===== config.mk =====
export PLATFORM = sky130hd
export DESIGN_NAME = branch_resolve
export DESIGN_NICKNAME = d
export VERILOG_FILES = /design/src/rtl/branch_resolve.sv
export SDC_FILE = /design/constraint.sdc
export NUM_CORES = 1
export LEC_CHECK = 0
export CORE_ASPECT_RATIO = 2
export CORE_UTILIZATION = 35
export DETAILED_ROUTE_END_ITERATION = 16
export GPL_TIMING_DRIVEN = 0
export REMOVE_ABC_BUFFERS = 1
export SLEW_MARGIN = 20
export SYNTH_ARGS = -nofsm -noshare
export SYNTH_HDL_FRONTEND = slang
export SYNTH_SLANG_ARGS = --single-unit

===== constraint.sdc =====
create_clock -name clk -period 4.2 [get_ports clk]
set_input_delay 0.84 -clock clk [delete_from_list [all_inputs] [get_ports clk]]
set_output_delay 0.84 -clock clk [all_outputs]
set_load 0.02 [all_outputs]

===== src/rtl/branch_resolve.sv =====
// branch_resolve: execute-stage control-flow resolver.
// Decides taken/not-taken for the instruction in EX, computes the redirect
// target, produces the R7 link write for JAL/JALR, and squashes the younger
// instructions fetched under predict-not-taken through a small flush FSM.
//
// Handshake: an instruction is consumed when in_valid & !stall & state==IDLE.
// The response appears one cycle later on registered outputs. While stall is
// high every register holds, so redirect/link_we pulses and flush must be
// qualified with !stall by the consumer.
module branch_resolve #(
  parameter int WIDTH       = 16,
  parameter int FLUSH_DEPTH = 2
) (
  input  logic             clk,
  input  logic             rst_n,
  input  logic             in_valid,
  input  logic             stall,
  input  logic [4:0]       aluOp,
  input  logic             alu_cond,
  input  logic [WIDTH-1:0] pc_plus2,
  input  logic [WIDTH-1:0] imm,
  input  logic [WIDTH-1:0] rs_val,
  output logic             redirect,
  output logic [WIDTH-1:0] target,
  output logic             flush,
  output logic             link_we,
  output logic [WIDTH-1:0] link_data,
  output logic             err,
  output logic [15:0]      taken_cnt,
  output logic [3:0]       dbg_state
);

  localparam logic [4:0] OP_BEQZ = 5'b01100;
  localparam logic [4:0] OP_BNEZ = 5'b01101;
  localparam logic [4:0] OP_BLTZ = 5'b01110;
  localparam logic [4:0] OP_BGEZ = 5'b01111;
  localparam logic [4:0] OP_J    = 5'b00100;
  localparam logic [4:0] OP_JAL  = 5'b00110;
  localparam logic [4:0] OP_JR   = 5'b00101;
  localparam logic [4:0] OP_JALR = 5'b00111;

  localparam logic [2:0] CNT_LOAD = 3'(FLUSH_DEPTH - 1);

  typedef enum logic {
    IDLE  = 1'b0,
    FLUSH = 1'b1
  } state_t;

  state_t     state;
  logic [2:0] cnt;

  logic             op_legal;
  logic             op_taken;
  logic             op_link;
  logic             op_use_rs;
  logic [WIDTH-1:0] next_target;
  logic             accept;

  // Debug view of the FSM: {state, cnt}.
  assign dbg_state = {state, cnt};

  assign accept = in_valid && !stall && (state == IDLE);

  // Opcode decode and target arithmetic for the instruction in EX.
  always_comb begin
    op_legal  = 1'b0;
    op_taken  = 1'b0;
    op_link   = 1'b0;
    op_use_rs = 1'b0;
    case (aluOp)
      OP_BEQZ, OP_BNEZ, OP_BLTZ, OP_BGEZ: begin
        op_legal = 1'b1;
        op_taken = alu_cond;
      end
      OP_J: begin
        op_legal = 1'b1;
        op_taken = 1'b1;
      end
      OP_JAL: begin
        op_legal = 1'b1;
        op_taken = 1'b1;
        op_link  = 1'b1;
      end
      OP_JR: begin
        op_legal  = 1'b1;
        op_taken  = 1'b1;
        op_use_rs = 1'b1;
      end
      OP_JALR: begin
        op_legal  = 1'b1;
        op_taken  = 1'b1;
        op_link   = 1'b1;
        op_use_rs = 1'b1;
      end
      default: begin
        op_legal = 1'b0;
      end
    endcase
    // Modulo 2^WIDTH; wrap-around is intentional.
    next_target = (op_use_rs ? rs_val : pc_plus2) + imm;
  end

  // Flush FSM plus all registered outputs; reset dominates stall, stall freezes everything.
  always_ff @(posedge clk) begin
    if (!rst_n) begin
      state     <= IDLE;
      cnt       <= 3'd0;
      redirect  <= 1'b0;
      target    <= '0;
      flush     <= 1'b0;
      link_we   <= 1'b0;
      link_data <= '0;
      err       <= 1'b0;
      taken_cnt <= 16'd0;
    end else if (!stall) begin
      redirect <= 1'b0;
      link_we  <= 1'b0;
      case (state)
        IDLE: begin
          if (accept) begin
            if (!op_legal) begin
              // Illegal opcode behaves as a not-taken instruction with no link.
              err <= 1'b1;
            end else if (op_taken) begin
              redirect <= 1'b1;
              target   <= next_target;
              flush    <= 1'b1;
              state    <= FLUSH;
              cnt      <= CNT_LOAD;
              if (taken_cnt != 16'hFFFF) begin
                taken_cnt <= taken_cnt + 16'd1;
              end
              if (op_link) begin
                link_we   <= 1'b1;
                link_data <= pc_plus2;
              end
            end
          end
        end
        FLUSH: begin
          // Younger instructions arriving here are being squashed; in_valid is ignored.
          if (cnt == 3'd0) begin
            state <= IDLE;
            flush <= 1'b0;
          end else begin
            cnt <= cnt - 3'd1;
          end
        end
        default: begin
          state <= IDLE;
          flush <= 1'b0;
        end
      endcase
    end
  end

endmodule


; Word-level counts from Yosys, hierarchy flattened
; Index checks and enable logic that the tools add are counted.
[word_totals]
reg_bits = 56
output_inout_bits = 56
elab_cells = 70
[classes]
addsub = 3
n_eq_ne = 14
muxes = 26
n_bitwise = 3
reduce_logical = 15
[ops]
columns = operator, n
row1 = $eq 5x3->1 const B, 4
row2 = $eq 5x4->1 const B, 4
row3 = $mux 1, 17
row4 = $add 16x1->16 const B, 1
row5 = $add 16x16->16, 1
row6 = $mux 16, 1
row7 = $ne 16x16->1 const B, 1
row8 = $reduce_and 5->1, 3
row9 = $mux 3, 4
row10 = $reduce_and 6->1, 2
row11 = $ne 2x2->1 const B, 4
row12 = $reduce_or 4->1, 2
row13 = $reduce_or 8->1, 1
row14 = $pmux 1 s2, 3
row15 = $pmux 3 s2, 1
row16 = $reduce_and 4->1, 1
row17 = $reduce_or 2->1, 2
row18 = $logic_not 3->1, 1
row19 = $not 1->1, 3
row20 = $sub 3x1->3 const B, 1
row21 = $logic_and 1x1->1, 2
row22 = $ne 2x1->1 const B, 1
row23 = $logic_not 1->1, 1

; Depth between registers and ports, before layout
[logic_depth]
ltp_word = 8
mapped_depth = 10
ltp_nobuf = 9

; Worst setup path after synthesis
; OpenSTA, ideal clock, no wires.
[synth_path]
path_kind = input to register
start = in aluOp[4]
end = reg target[15]
setup_ns = 0.058
t_arrival_ns = 3.287
slack_ns = 0.855
stages = 10
cell_sequence = and4bb_2 buf_6 buf_2 mux2_2 ha_1 and3_1 a2111oi_2 o21ai_0 a2111oi_2 a211o_1
[synth_between]
elab_chain_len = 5
elab_cells_between_ends = 18
classes_between = add/sub: 1 / eq/ne: 8 / mux: 4 / reduce/logical: 5
[synth_rtl]
columns = item, line_no
row1 = "start, declared", 18  ; input logic [4:0] aluOp,
row2 = $eq 5x3->1, 70  ; case (aluOp)
row3 = $reduce_or 2->1 (no source line), n/a
row4 = $mux 1, 70
row5 = $mux 16, 100  ; next_target = (op_use_rs ? rs_val : pc_plus2) + imm;
row6 = $add 16x16->16, 100
row7 = "end signal, assigned", 126  ; target <= next_target;
row8 = "end, declared", 24  ; output logic [WIDTH-1:0] target,
; Parallel ways exist; a longest one is shown, timed or not.
; A chain may end at the register's enable or synchronous reset.

; Final worst setup path
[layout_path]
start = in aluOp[3]
end = reg target[12]
; Same word-level chain as after synthesis.

==> results.md <==
- Routed WL: 9.88 mm
- Post-DP HPWL: around 7.6 mm
- Leakage: ~1.8 nW
- Post-synth ARST share: 0%
- Worst Tran Pin Value: about 940 ps
- DP Area: around 4500 sq um
- HP Class: reg -> reg
- Initial DRC count: 115
- Vias in the first global route: approximately 3100
- Family with the most delay on the worst path: simple AND/OR/NAND/NOR gates
- Initial antenna violation count: 1
- DP Cell Count: between 500 and 600
- Power density over cell area: approximately 260 nW/um^2
- Syn Inst Count: approximately 380
- FP Rows: 50
- Violated checks: DRC
- DRC Markers: 5
- Main synth FF type: dfxtp_1
- Total power: around 1.2 mW
- Pins Over Slew Limit: 0
- R2R Path End: taken_cnt[0]
- Tmin final: approximately 3900 ps
- Max-cap violations: 0
- Setup violators final: 0
- EDFF count, synth: 0
- CP max stage delay: roughly 690 ps
- Crit-path slowest cell: and4bb_2
- DRT Pass-1 Iters: 10
- Max rail drop VDD: 0.163 mV
- Htree depth: 2
- Clock latency on the worst-skew pair: about 300 ps
- Final Cell Area: around 4700 sq um
- CTS max path bufs: 2
- Clk slew on worst S/H paths: approximately 80 ps
- GRT Total Usage: about a fifth
- Mapped Area: about 3300 sq um
- Pin count of the biggest net entering global routing: 46
- Clk sinks: 56
- Placement Setup Slack: about 12 ps
- Syn-to-layout area delta: 39.5%
- DIE WIDTH: 71.1 um
- Nets@finish: roughly 560
- Final WS setup: 329 ps
- Req. time, crit path: 4380 ps
- CP Class: in -> reg
- Routed len/inst: 16.9 um
- Critical-path cell list: clkdlybuf4s50_1 -> and4bb_2 -> mux2_2 -> ha_1 -> fa_1 -> a211oi_1 -> o21ai_1 -> nand4b_1 -> a2111oi_0 -> nand3b_1
- GRT busiest layer: met2
- Worst Setup SP: aluOp[3]
- Stages on worst setup path: 10
- Critical path peak fanout: 16
- Final core area utilization: about half
- Startpoint types: input port
- Final Cycle Share: about 92%
- Worst EP arrival: just over 4000 ps
- Via count: between 3000 and 4000
- Post_cts resized: 0
- FF-to-FF Start: state
- Yosys reg bits: between 50 and 60
- Post-Syn Area per Cell: ~8.9 sq um
- Register-to-register setup slack: about 1800 ps
- Die footprint: around 10000 sq um
- Total CTS buffers: 5
- TritonCTS clock tree: done
- M2 GR Usage: between 40% and 50%
- First-pass GRT wire length: about 16 mm
- Synth warn: 0
- Slew HR: a little under two fifths
- # IOs: 114
- Yosys cell types: 55
- Starting density of the core: 35.8%
- Layout cell share with drive strength beyond 1: around 7.7%
- PortBufs: about 110
- CP Buf/Inv Count: 1
- Routing usage on met3: under 10%
- Hold WS: ~460 ps
- RSZ-0062 raised after global routing: no
- Worst clock skew: ~3.7 ps
- Die H: roughly 140 um
- Final TNS setup: 0 ps
- GRT overflow: 0
- Worst Setup End Kind: register
- Status: complete, but fails checks
- Max Clk Rate: 258 MHz
- Remaining antenna violation count after routing: 0
- Critical Path Sink: target[12]
- Final Hold Viols: 0
- Drt via density: about 5.3
- R2R depth: 5
- Seq/Total Area, Yosys: between 30 and 40%
- Final RePlAce weighted congestion: 0.786
- Total core area: ~9300 sq um
- # Post-CTS Setup Buffers: 0
- Cts hold-fix bufs: 0
- Clock root buffer: clkbuf_16
- M1 GR Usage: between 20 and 25%
- Fin cells: 585
- Hold path start: target[3]
==> synthesized netlist by cell type (2+ instances only) <==
master / number / area [sq um]
clkbuf_1: 5 / 18.8
nor3_1: 10 / 50.1
xnor2_1: 13 / 114
a21o_1: 4 / 30.0
a2111oi_0: 3 / 26.3
a21oi_1: 25 / 125
or3_1: 3 / 18.8
o211ai_1: 7 / 52.6
ha_1: 20 / 250
nand4_1: 6 / 37.5
buf_2: 6 / 30.0
nand2_1: 33 / 124
nand2b_1: 7 / 43.8
o21ai_0: 14 / 70.1
nand3b_1: 2 / 15.0
and2_1: 4 / 25.0
and3_1: 6 / 37.5
o21a_1: 5 / 37.5
mux2i_1: 21 / 210
dfxtp_1: 56 / 1120
buf_1: 2 / 7.51
a211oi_1: 8 / 60.1
buf_4: 2 / 15.0
xor2_1: 5 / 43.8
buf_6: 2 / 22.5
nand3_1: 15 / 75.1
a2111oi_2: 3 / 45.0
nor2_1: 40 / 150
mux2_2: 15 / 169
o21bai_1: 2 / 15.0
inv_1: 6 / 22.5
a31oi_1: 3 / 18.8
==> worst min path at each step <==
stage / end / slack, ps / cells after the start
floorplan: target[3] / 530 / 2
global placement: target[3] / 440 / 2
detailed placement: target[1] / 450 / 2
CTS: target[1] / 460 / 2
global route: target[4] / 490 / 2
finish: target[3] / 460 / 2
==> state kept, by name, indices dropped and copies added, names as in the netlist <==
| register | count |
|---|---|
| taken_cnt | 16 |
| target | 16 |
| err | 1 |
| link_we | 1 |
| cnt | 3 |
| redirect | 1 |
| state | 1 |
| link_data | 16 |
| flush | 1 |
==> worst min-delay path: cells and delay by family, from the launching register on <==
| kind | cells | cell delay, ps |
|---|---|---|
| and+or+nand+nor | 1 | 50 |
| DFF | 1 | 310 |
| AOI/OAI and AO/OA | 1 | 50 |
==> area by class of cell <==
type | count | area (sq um)
Clock inverter | 2 | 16.3
Inverter | 7 | 26.3
Clock buffer | 6 | 129
Fill cell | 916 | 4660
Timing Repair Buffer | 113 | 1130
Sequential cell | 56 | 1120
Antenna cell | 1 | 2.50
Multi-Input combinational cell | 296 | 2100
Tap cell | 104 | 130
==> placed cells by master, fill, tap and decap left out, types with 14 or more instances in the layout <==
cell type / synthesis / layout
a21oi_1: 25 / 25
clkdlybuf4s50_1: 0 / 113
dfxtp_1: 56 / 56
ha_1: 20 / 20
mux2_2: 15 / 15
mux2i_1: 21 / 21
nand2_1: 33 / 33
nand3_1: 15 / 14
nor2_1: 40 / 40
o21ai_0: 14 / 14
==> kinds of logic after synthesis <==
| family | after synthesis | synth area share (%) |
|---|---|---|
| xor+xnor | 18 | 4.72 |
| mux | 37 | 12.0 |
| simple gates | 137 | 21.3 |
| fa+ha+maj | 21 | 8.10 |
| flops | 56 | 33.6 |
| buf+inv | 24 | 3.60 |
| compound gates | 83 | 16.7 |
==> layer usage <==
layer  share of wire, %  up-vias
met1                 36     1457
li1                   -     1566
met4                3.6        0
met5                  0        -
met3                3.4       19
met2                 57       86
==> power by group <==
part | switching [mW] | total [mW] | internal [mW]
clock | 0.207 | 0.430 | 0.223
sequential | 0.00420 | 0.542 | 0.537
combinational | 0.129 | 0.257 | 0.128
Note: power is estimated with default switching activity, not from simulation.
